<file path="config.mk">
export PLATFORM = sky130hd
export DESIGN_NAME = light_monitor
export DESIGN_NICKNAME = d
export VERILOG_FILES = /design/src/rtl/light_monitor.sv
export SDC_FILE = /design/constraint.sdc
export NUM_CORES = 1
export LEC_CHECK = 0
export ABC_AREA = 0
export BUFFER_PORTS_ARGS = -buffer_cell sky130_fd_sc_hd__buf_2
export CORE_MARGIN = 3
export CORE_UTILIZATION = 40
export CTS_CLUSTER_DIAMETER = 40
export DETAILED_ROUTE_END_ITERATION = 6
export SETUP_SLACK_MARGIN = 0.5
export SYNTH_ARGS = -nofsm -noshare
export SYNTH_HDL_FRONTEND = slang
export SYNTH_SLANG_ARGS = --single-unit
</file>
<file path="constraint.sdc">
create_clock -name clk -period 2.4 [get_ports clk]
set_input_delay 0 -clock clk [delete_from_list [all_inputs] [get_ports clk]]
set_output_delay 0 -clock clk [all_outputs]
set_load 0.1 [all_outputs]
</file>
<file path="src/rtl/light_monitor.sv">
// Traffic-light lamp monitor: debounces the r/g/b drive into an accepted color,
// times each color and flags illegal sequences. Optional timeout via LIGHT_MON_TIMEOUT_EN.
module light_monitor #(
    parameter int unsigned FILTER    = 2,
    parameter int unsigned MAX_DWELL = 30
) (
    input  logic       clk,
    input  logic       rst,
    input  logic       tick,
    input  logic [3:0] r,
    input  logic [3:0] g,
    input  logic [3:0] b,
    output logic [2:0] color,
    output logic [7:0] dwell,
    output logic [7:0] last_dwell,
    output logic       seq_err,
    output logic [7:0] err_cnt,
    output logic       timeout
);

    typedef enum logic [2:0] {
        ST_OFF     = 3'd0,
        ST_RED     = 3'd1,
        ST_GREEN   = 3'd2,
        ST_YELLOW  = 3'd3,
        ST_INVALID = 3'd4
    } state_e;

    localparam logic [3:0] FILT_MAX  = 4'(FILTER);
    localparam logic [3:0] FILT_LAST = 4'(FILTER - 1);

    if (FILTER < 1 || FILTER > 15 || MAX_DWELL > 255) begin : g_bad_param
        $error("light_monitor: FILTER must be 1..15 and MAX_DWELL at most 255");
    end

    logic [3:0] r_q, g_q, b_q;
    state_e     state_q, state_d;
    state_e     cand_q, cand_d;
    logic [3:0] cnt_q, cnt_d;
    logic [7:0] dwell_q, dwell_d;
    logic [7:0] last_dwell_q, last_dwell_d;
    logic       seq_err_q, seq_err_d;
    logic [7:0] err_cnt_q, err_cnt_d;
    state_e     dec;
    logic       commit;
    logic [7:0] dwell_inc;

    function automatic state_e decode(input logic [3:0] rv, input logic [3:0] gv,
                                      input logic [3:0] bv);
        state_e res;
        if (bv != 4'h0) begin
            res = ST_INVALID;
        end else if (rv == 4'hF && gv == 4'h0) begin
            res = ST_RED;
        end else if (rv == 4'h0 && gv == 4'hF) begin
            res = ST_GREEN;
        end else if (rv == 4'hF && gv == 4'hF) begin
            res = ST_YELLOW;
        end else if (rv == 4'h0 && gv == 4'h0) begin
            res = ST_OFF;
        end else begin
            res = ST_INVALID;
        end
        return res;
    endfunction

    function automatic logic is_legal(input state_e from, input state_e to);
        logic ok;
        case (to)
            ST_OFF:    ok = 1'b1;
            ST_RED:    ok = (from == ST_YELLOW) || (from == ST_OFF);
            ST_GREEN:  ok = (from == ST_RED);
            ST_YELLOW: ok = (from == ST_GREEN);
            default:   ok = 1'b0;
        endcase
        return ok;
    endfunction

    // Input capture register
    always_ff @(posedge clk or negedge rst) begin
        if (!rst) begin
            r_q <= 4'h0;
            g_q <= 4'h0;
            b_q <= 4'h0;
        end else begin
            r_q <= r;
            g_q <= g;
            b_q <= b;
        end
    end

    // Debounce filter and commit decision; commit fires on the edge the count reaches FILTER
    always_comb begin
        dec    = decode(r_q, g_q, b_q);
        commit = (dec == cand_q) && (cand_q != state_q) && (cnt_q >= FILT_LAST);
        cand_d = cand_q;
        cnt_d  = cnt_q;
        if (dec != cand_q) begin
            cand_d = dec;
            cnt_d  = 4'd0;
        end else if (cnt_q < FILT_MAX) begin
            cnt_d = cnt_q + 4'd1;
        end else begin
            cnt_d = cnt_q;
        end
    end

    // FSM next state and sequence check
    always_comb begin
        state_d   = state_q;
        seq_err_d = 1'b0;
        if (commit) begin
            state_d   = cand_q;
            seq_err_d = ~is_legal(state_q, cand_q);
        end else begin
            state_d = state_q;
        end
    end

    // Dwell timing and error counting; a tick coinciding with a commit is dropped
    always_comb begin
        dwell_inc    = (dwell_q == 8'hFF) ? 8'hFF : dwell_q + 8'd1;
        dwell_d      = dwell_q;
        last_dwell_d = last_dwell_q;
        err_cnt_d    = err_cnt_q;
        if (commit) begin
            last_dwell_d = dwell_q;
            dwell_d      = 8'd0;
        end else if (tick) begin
            dwell_d = dwell_inc;
        end else begin
            dwell_d = dwell_q;
        end
        if (seq_err_d && err_cnt_q != 8'hFF) begin
            err_cnt_d = err_cnt_q + 8'd1;
        end else begin
            err_cnt_d = err_cnt_q;
        end
    end

    // State and datapath registers
    always_ff @(posedge clk or negedge rst) begin
        if (!rst) begin
            state_q      <= ST_OFF;
            cand_q       <= ST_OFF;
            cnt_q        <= 4'd0;
            dwell_q      <= 8'd0;
            last_dwell_q <= 8'd0;
            seq_err_q    <= 1'b0;
            err_cnt_q    <= 8'd0;
        end else begin
            state_q      <= state_d;
            cand_q       <= cand_d;
            cnt_q        <= cnt_d;
            dwell_q      <= dwell_d;
            last_dwell_q <= last_dwell_d;
            seq_err_q    <= seq_err_d;
            err_cnt_q    <= err_cnt_d;
        end
    end

`ifdef LIGHT_MON_TIMEOUT_EN
    localparam logic [8:0] MAXD = 9'(MAX_DWELL);
    logic timeout_q, timeout_d;

    // Sticky timeout, set by a tick pushing dwell past the limit in an active color
    always_comb begin
        timeout_d = timeout_q;
        if (commit) begin
            timeout_d = 1'b0;
        end else if (tick && (state_q == ST_RED || state_q == ST_GREEN ||
                              state_q == ST_YELLOW) && ({1'b0, dwell_inc} > MAXD)) begin
            timeout_d = 1'b1;
        end else begin
            timeout_d = timeout_q;
        end
    end

    // Timeout register
    always_ff @(posedge clk or negedge rst) begin
        if (!rst) begin
            timeout_q <= 1'b0;
        end else begin
            timeout_q <= timeout_d;
        end
    end

    assign timeout = timeout_q;
`else
    assign timeout = 1'b0;
`endif

    assign color      = state_q;
    assign dwell      = dwell_q;
    assign last_dwell = last_dwell_q;
    assign seq_err    = seq_err_q;
    assign err_cnt    = err_cnt_q;

endmodule

</file>
== Yosys cells after proc, flatten, opt, wreduce, memory -nomap -nowiden ==
Index checks and enable logic that the tools add are counted.
Word-level totals
  flip-flop bits (word level): 47
  bits of input ports: 15
  output and inout bits: 29
  word-level logic and storage cells: 57
Cells by class
  add/sub/neg operators: 3
  magnitude comparators: 2
  eq/ne operators: 13
  multiplexer cells: 13
  bitwise operators: 1
  reductions and logical operators: 15
Operators with widths (number)
  $mux W8: 3
  $add A8 B1 Y8 const B: 2
  $mux W3: 5
  $eq A3 B2 Y1 const B: 4
  $eq A4 B4 Y1 const B: 2
  $eq A8 B8 Y1 const B: 1
  $logic_not A4 Y1: 2
  $mux W4: 2
  $ne A8 B8 Y1 const B: 1
  $logic_and A1 B1 Y1: 7
  $eq A3 B1 Y1 const B: 2
  $logic_not A3 Y1: 2
  $ne A3 B3 Y1: 2
  $add A4 B1 Y4 const B: 1
  $ge A4 B1 Y1 const B: 1
  $lt A4 B2 Y1 const B: 1
  $pmux W1 S4: 1
  $reduce_bool A2 Y1: 2
  $reduce_bool A4 Y1: 1
  $eq A3 B3 Y1: 1
  $mux W1: 2
  $logic_or A1 B1 Y1: 1
  $not A1 Y1: 1

== Depth between registers and ports, before layout ==
Gate-level depths: netlist of run 1.
  depth after elaboration: 14
  gate-level depth with buffers: 8
  depth with buffers taken out: 8

== Worst setup path before layout of run 1 ==
Ideal clock, no wire load.
  path type: reg-to-reg
  from: register state_q[0], in the netlist color[0]
  to: register err_cnt_q[1], in the netlist err_cnt[1]
  library setup time: 0.126 ns
  data arrival time: 2.184 ns
  required time: 2.274 ns
  setup slack: 0.090 ns
  cell stages (with the launch flop): 7
  buffers on the path: 0
  period minus slack after synthesis: 2.310 ns
  cells stage by stage: dfrtp_1 -> nand4b_1 -> nor3_1 -> nor3_1 -> nand2_1 -> nor2_1 -> mux2_2
On the way
  cells in the longest elaborated chain, start to end: 7
  elaborated cells on any way between the ends: 13
  those cells by class: eq/ne: 4; mux: 3; bitwise: 1; reduce/logical: 5
Ends and longest elaborated chain
  from (decl): line 37  | state_e state_q, state_d;
  from (signal assigned): line 152  | state_q <= state_d;
  $eq A3 B2 Y1 / $logic_not A3 Y1 (equally long branches): line 71  | ST_RED: ok = (from == ST_YELLOW) || (from == ST_OFF);
  $logic_or A1 B1 Y1: line 71
  $pmux W1 S4: line 69  | case (to)
  $mux W1: line 112  | if (commit) begin
  $not A1 Y1: line 114  | seq_err_d = ~is_legal(state_q, cand_q);
  $mux W1 *: line 112
  $logic_and A1 B1 Y1 *: line 134  | if (seq_err_d && err_cnt_q != 8'hFF) begin
  to (signal assigned): line 158  | err_cnt_q <= err_cnt_d;
  to (decl): line 43  | logic [7:0] err_cnt_q, err_cnt_d;
Every way passes the cells marked *; elsewhere a longest branch is shown, timed or not. The select of a mux whose other input is x is not followed.
A chain may end at the register's enable or synchronous reset.

== Worst setup path in the final report of run 1 ==
  from: register g_q[1]
  to: register err_cnt_q[6], in the netlist err_cnt[6]
On the way
  cells in the longest elaborated chain, start to end: 12
  elaborated cells on any way between the ends: 16
  those cells by class: eq/ne: 2; mux: 6; reduce/logical: 8
Ends and longest elaborated chain
  from (decl): line 36  | logic [3:0] r_q, g_q, b_q;
  from (signal assigned): line 87  | g_q <= g;
  $logic_not A4 Y1: line 53, 59
  $logic_and A1 B1 Y1: line 59  | end else if (rv == 4'h0 && gv == 4'h0) begin
  $mux W3: line 59
  $mux W3: line 57  | end else if (rv == 4'hF && gv == 4'hF) begin
  $mux W3: line 55  | end else if (rv == 4'h0 && gv == 4'hF) begin
  $mux W3 *: line 53  | end else if (rv == 4'hF && gv == 4'h0) begin
  $mux W3 *: line 51  | if (bv != 4'h0) begin
  $eq A3 B3 Y1 *: line 95  | commit = (dec == cand_q) && (cand_q != state_q) && (cnt_q >= FILT_LAST);
  $logic_and A1 B1 Y1 * (2 in series): line 95
  $mux W1 *: line 112
  $logic_and A1 B1 Y1 *: line 134
Every way passes the cells marked *; elsewhere a longest branch is shown, timed or not.

==> results.md, run 1 <==
* Static Leak at 1.477 nW
* First-pass GRT wire length at 8.742 mm
* Crit path DAT at 2.39 ns
* Setup TNS at 0 ns
* Final Max Tran Viols at 0
* Setup Skew at 0.008626 ns
* R2R cell count at 7
* Routed WL per cell at 14.97 um
* TritonCTS clock tree: done
* Yosys warns at 0
* Worst Setup End Kind: flip-flop
* Synthesized cell area at 2090 sq um
* Worst EP required at 2.60 ns
* Min setup slack post-route at 0.2107 ns
* Clk_lat worst skew at 0.30 ns
* Crit-path slowest cell: dfrtp_1
* Mapped Avg Cell Area at 11.74 sq um
* Crit path capture: err_cnt[6]$_DFFE_PN0P_
* PwrDens at 909.1 nW/um^2
* Final hold vios at 0
* Worst r2r src: g_q[1]$_DFF_PN0_
* Number of port buffers at 42
* RSZ-0062 raised after global routing: yes
* Via count at 1747
* Routed WL at 5.106 mm
* Total Die Area at 6127 sq um
* Most frequent cells in the layout: 42 x buf_2, 31 x dfrtp_1, 19 x buf_4, 17 x nor2_1, 15 x buf_6
* Kind of critical path: flip-flop to flip-flop
* Commonest non-fill, non-tap cell in the layout: buf_2
* Total power at 0.002929 W
* Cells along the critical path: nor4_4, o211ai_1, xor2_1, o21ai_4, buf_8, nor3_4, mux2_4
* Cell Rows at 25
* Final setup violation count at 0
* Synth area leaders: dfrtp_1 56%, mux2_2 7.0%, xor2_1 4.6%, nor2_1 3.2%, ha_1 3.0%
* Outcome: completed
* Vias per cell at 5.123
* Largest net degree at the start of global routing at 41
* CP Launch Point: g_q[1]$_DFF_PN0_
* Highest Signal Layer: met4
* Total GRT Usage at 18.16%
* CP Launch Type: flip-flop
* Drc violations at 0
* Worst stage delay on the critical path at 0.43 ns
* Metal1 wirelength at 2.266 mm
* Starting Density at 42.82%
* Vias in the first global route at 1746
* Worst reg2reg setup slack at 0.21 ns
* Layout cell share with drive strength beyond 1 at 52.19%
* GR Overflow Total at 0
* Fmax at 456.8 MHz
* Hold Path Class: input port to flip-flop
* Total core area at 4880 sq um
* Remaining antenna violation count at 0
* Router iterations before antenna repair at 4
* Top cell type by total area after synthesis: dfrtp_1
* Worst-Margin Slew at 0.8808 ns
* NumNets Final at 293
* Worst vdd ir at 816.1 uV
* Slew Limit Headroom at 41.28%
* Gpl congestion at 0.7684
* MaxCap Viol Count at 0
* Mapped Cells at 178
* Met3 wire length at 233 um
* # diodes at 0
* Clock buffer depth at 2
* Detailed placement HPWL at 2.790 mm
* Initial DRC count at 61
* Die H at 78.28 um
* Area delta synth->final at 54.19%
* Sequential element share of the synthesized area at 56.29%
* Die width at 78.28 um
* TritonCTS Buffers at 5
* R2r endpoint: err_cnt[6]$_DFFE_PN0P_
* Fin crit period at 2.189 ns
* IO Pins at 44
* Yosys cell types at 42
* Final worst-path cycle share at 91.22%
* Max FO, Critical Path at 8
* Syn Nets at 198
* CTS H-tree lvls at 2
* Design Area, Final at 3222 sq um
* Root buffer cell: clkbuf_8
* Area fraction of the dominant cell type after synthesis at 56.29%
* Antenna violations before repair at 0
* Placement Cell Area at 2417 sq um
* Metal2 WL at 2.541 mm
* Clock-pin slew on the worst setup and hold paths at 0.09 ns
* Filler Cell Count at 385
* Pre-CTS setup slack at 0.1807 ns
* Clock Sinks at 47
* Number of synthesized register bits at 47
## cell families (layout without fill, tap and decap cells)
kind of cell,count (synthesis),in the layout,share of synthesized area (%)
AOI/OAI and AO/OA,20,20,7.006
xor gates and xnor gates,13,13,5.449
adders and majority gates,5,5,2.994
buffers and inverters,12,107,2.994
DFF,47,47,56.29
muxes,13,13,7.006
other,1,1,0.1795
and+or+nand+nor,67,68,18.08
## registers in the layout, summed over array words and instances, names as in the netlist
signal,cells
dwell,8
err_cnt,8
last_dwell,8
b_q,4
cnt_q,4
g_q,4
r_q,4
cand_q,3
color,3
seq_err,1
## how the worst min path moves through the flow
stage | end | cells past startpoint | from | slack [ns]
after floorplan | b_q[0]$_DFF_PN0_ | 0 | rst | -0.30
after global placement | r_q[0]$_DFF_PN0_ | 1 | r[0] | 0.11
after detailed placement | b_q[2]$_DFF_PN0_ | 1 | b[2] | 0.11
after CTS | r_q[0]$_DFF_PN0_ | 2 | r[0] | 0.32
after global routing | r_q[2]$_DFF_PN0_ | 2 | r[2] | 0.34
final | g_q[2]$_DFF_PN0_ | 2 | g[2] | 0.33
## what timing repair did
action	4_1_cts	5_1_grt
endpoints found under the hold margin	52	0
setup endpoints to repair	27	30
resized for setup	33	20
hold buffers	14	0
gates cloned	1	0
buffers inserted	26	7
pin swaps	14	9
## layer usage
layer	GRT usage, %	vias up
met5	0	-
met4	6.643	0
met3	4.014	6
met2	28.94	41
met1	24.37	880
li1	-	820
## where the power goes
| group | internal, W | switching (W) | total, W |
|---|---|---|---|
| Clock | 0.000415 | 0.000278 | 0.000693 |
| Combinational | 0.000249 | 0.000945 | 0.00119 |
| Sequential | 0.000919 | 0.000124 | 0.00104 |
| Total | 0.00158 | 0.00135 | 0.00293 |
## layout make-up
| class | instances | area (sq um) | share of cell area, % |
|---|---|---|---|
| clock inverter | 3 | 67.56 | 2.097 |
| timing repair buffer | 93 | 716.9 | 22.25 |
| clock buffer | 5 | 68.82 | 2.136 |
| multi-input combinational | 120 | 1059 | 32.85 |
| tap | 67 | 83.83 | 2.602 |
| inverter | 6 | 22.52 | 0.6990 |
| sequential | 47 | 1204 | 37.36 |
## synth_stat cells, drive strengths merged
cell	instances
a31oi	2
nor3	9
and3	3
or3b	1
nand4b	1
nor2b	2
a21oi	3
o31ai	1
o21a	1
nand4	5
inv	6
nand3b	1
nand2b	3
dfrtp	47
xor2	11
o211ai	1
a311oi	2
nand2	5
clkbuf	1
a211oi	4
xnor2	2
or4b	1
and2	2
o21ai	5
conb	1
or3	1
ha	5
mux2	13
and4	2
nor2	19
nand3	6
o221a	1
buf	5
nor4	6
## stage by stage
step           cells  hold WS [ns]  util (%)
5_1_grt          341        0.3439     66.03
2_1_floorplan    178       -0.2956         -
3_5_place_dp     285        0.1097     49.54
3_3_place_gp     285        0.1088     49.54
6_report         341        0.3305     66.03
4_1_cts          334        0.3190     62.79
## worst max-delay path, delay by kind of cell, from the launching register on
| kind | cells | cell delay, ns |
|---|---|---|
| simple gates | 2 | 0.51 |
| flops | 1 | 0.43 |
| compound gates | 2 | 0.35 |
| mux | 1 | 0.31 |
| xor+xnor | 1 | 0.29 |
| buf+inv | 1 | 0.18 |
Note: power is estimated with default switching activity, not from simulation.
==> run 2, diff against run 1 <==
--- a/config.mk
+++ b/config.mk
@@ -13,2 +13,3 @@
 export DETAILED_ROUTE_END_ITERATION = 6
+export PLACE_DENSITY = 0.63
 export SETUP_SLACK_MARGIN = 0.5
==> constraint.sdc (replaced) <==
create_clock -name clk -period 2.4 [get_ports clk]
set_input_delay 0.24 -clock clk [delete_from_list [all_inputs] [get_ports clk]]
set_output_delay 0.24 -clock clk [all_outputs]
set_load 0.1 [all_outputs]
==> results.md, run 2 (synthesis gave the netlist of run 1 again) <==
* Outcome: completed
* Sequential Power Share at 39.1%
* Max FO, Critical Path at 8
* Crit path buffers/inverters at 1
* First-pass GRT wire length at 7.921 mm
* Slew Limit Headroom at 65.95%
* Router iterations before antenna repair at 4
* Post-layout util at 56.56%
* Final worst-path cycle share at 86.48%
* Routed WL per cell at 14.81 um
* Clk_lat worst skew at 0.29 ns
* Die H at 78.28 um
* Metal2 WL at 2.249 mm
* Fin cells at 306
* PwrDens at 974.9 nW/um^2
* Crit path max-delay family: simple AND/OR/NAND/NOR gates
* Switching part of the total power at 48.74%
* MaxCap Viol Count at 0
* Clock buffer depth at 2
* CTS H-tree lvls at 2
* Remaining antenna violation count at 0
* Cells along the critical path: nor4_4, o211ai_1, xor2_1, o21ai_2, buf_6, nor3_4, mux2_4
* Worst EP required at 2.58 ns
* RSZ-0062 raised after global routing: yes
* Comb power frac at 42.7%
* # diodes at 0
* Filler Cell Count at 435
* Worst vdd ir at 1290 uV
* CP Launch Type: flip-flop
* Final hold vios at 0
* Final setup violation count at 0
* Clock Sinks at 47
* NumNets Final at 258
* Number of port buffers at 42
* Worst Setup End Kind: flip-flop
* Register area at 1204 sq um
* Placed cell count at 284
* Routed WL at 4.532 mm
* Static Leak at 1.275 nW
* Gpl congestion at 0.7613
* Vias per cell at 5.052
* Clock network fraction of design power at 18.2%
* IO Pins at 44
* Worst-Margin Slew at 0.5108 ns
* Highest Signal Layer: met4
* Metal1 wirelength at 2.028 mm
* Setup Skew at 0.008638 ns
* Fin crit period at 2.075 ns
* Kind of critical path: flip-flop to flip-flop
* Clock-pin slew on the worst setup and hold paths at 0.09 ns
* Commonest non-fill, non-tap cell in the layout: buf_2
* Layout cell share with drive strength beyond 1 at 47.28%
* Antenna violations before repair at 0
* Hold Path Class: input port to flip-flop
* Final Max Tran Viols at 0
* Most frequent cells in the layout: 42 x buf_2, 31 x dfrtp_1, 17 x nor2_1, 13 x dfrtp_2, 11 x xor2_1
* Starting Density at 42.82%
* Cell Rows at 25
* Fmax at 481.8 MHz
* Largest net degree at the start of global routing at 25
* GR Overflow Total at 0
* Hold slack final at 0.04310 ns
* Total Die Area at 6127 sq um
* Area taken by multi-input logic gates at 982.2 sq um
* TritonCTS Buffers at 5
* Worst stage delay on the critical path at 0.43 ns
* Die width at 78.28 um
* TritonCTS clock tree: done
* Area delta synth->final at 32.10%
* Total core area at 4880 sq um
* Total GRT Usage at 16.35%
* Internal power at 0.001379 W
* Vias in the first global route at 1608
* Via count at 1546
* Crit path DAT at 2.25 ns
* Setup TNS at 0 ns
* Detailed placement HPWL at 3.000 mm
* Drc violations at 0
* Root buffer cell: clkbuf_8
* Met3 wire length at 196 um
* Initial DRC count at 98
* P_sw at 0.001311 W
* Crit-path slowest cell: dfrtp_1
-- run 2: cell types whose count changed in the layout (fill, tap and decap cells not counted), moves of 2 or more --
cell,delta
nor4_4,-2
nor3_1,+3
nor4_2,+3
o21ai_4,-2
buf_4,-10
nor3_2,-2
dlygate4sd3_1,-13
bufinv_16,-2
buf_6,-11
-- run 2: per-stage QoR --
step / setup slack, ns / power, W / instance area (sq um)
after floorplan: 0.4429 / 0.001971 / 2137
after global placement: 0.2870 / 0.002162 / 2410
after detailed placement: 0.1916 / 0.002174 / 2410
after CTS: 0.3282 / 0.002710 / 2741
after global routing: 0.2058 / 0.002817 / 2760
final: 0.3246 / 0.002691 / 2760
-- run 2: path summary, 6_finish.rpt --
kind / startpoint / endpoint / slack, ns / cells past startpoint
min reg2reg: err_cnt[5]$_DFFE_PN0P_ / err_cnt[5]$_DFFE_PN0P_ / 0.49 / 1
min in group asynchronous: rst / r_q[1]$_DFF_PN0_ / 0.44 / 2
max: g_q[2]$_DFF_PN0_ / err_cnt[6]$_DFFE_PN0P_ / 0.32 / 7
min: g[0] / g_q[0]$_DFF_PN0_ / 0.04 / 1
max reg2reg: g_q[2]$_DFF_PN0_ / err_cnt[6]$_DFFE_PN0P_ / 0.32 / 7
max in group asynchronous: rst / err_cnt[0]$_DFFE_PN0P_ / 1.36 / 3
-- run 2: final cells by class --
class | instances | area share (%)
Clock inverter | 1 | 0.3173
Multi-Input combinational cell | 120 | 35.58
Timing Repair Buffer | 58 | 13.51
Clock buffer | 7 | 3.128
Inverter | 6 | 0.8160
Tap cell | 67 | 3.037
Sequential cell | 47 | 43.61
-- run 2: timing repair --
item / 4_1_cts / 5_1_grt
gates resized for setup: 23 / 3
endpoints found under the setup margin: 25 / 32
pin swaps: 7 / 1
hold buffers: 1 / 0
gates cloned: 1 / 0
hold endpoints to repair: 22 / 0
setup buffers: 12 / 0
-- run 2: power by group through the flow --
stage	Clock (W)	Combinational [W]	Sequential [W]
detailed placement	0	0.00111	0.00106
floorplan	0	0.000191	0.00178
global route	0.000544	0.00120	0.00108
CTS	0.000506	0.00115	0.00105
global placement	0	0.00111	0.00106
finish	0.000490	0.00115	0.00105
-- run 2: metal layers --
layer  vias to the layer above  GRT usage [%]
li1                        744              -
met1                       757          21.88
met2                        39          26.80
met3                         6          3.555
met4                         0          4.720
met5                         -              0
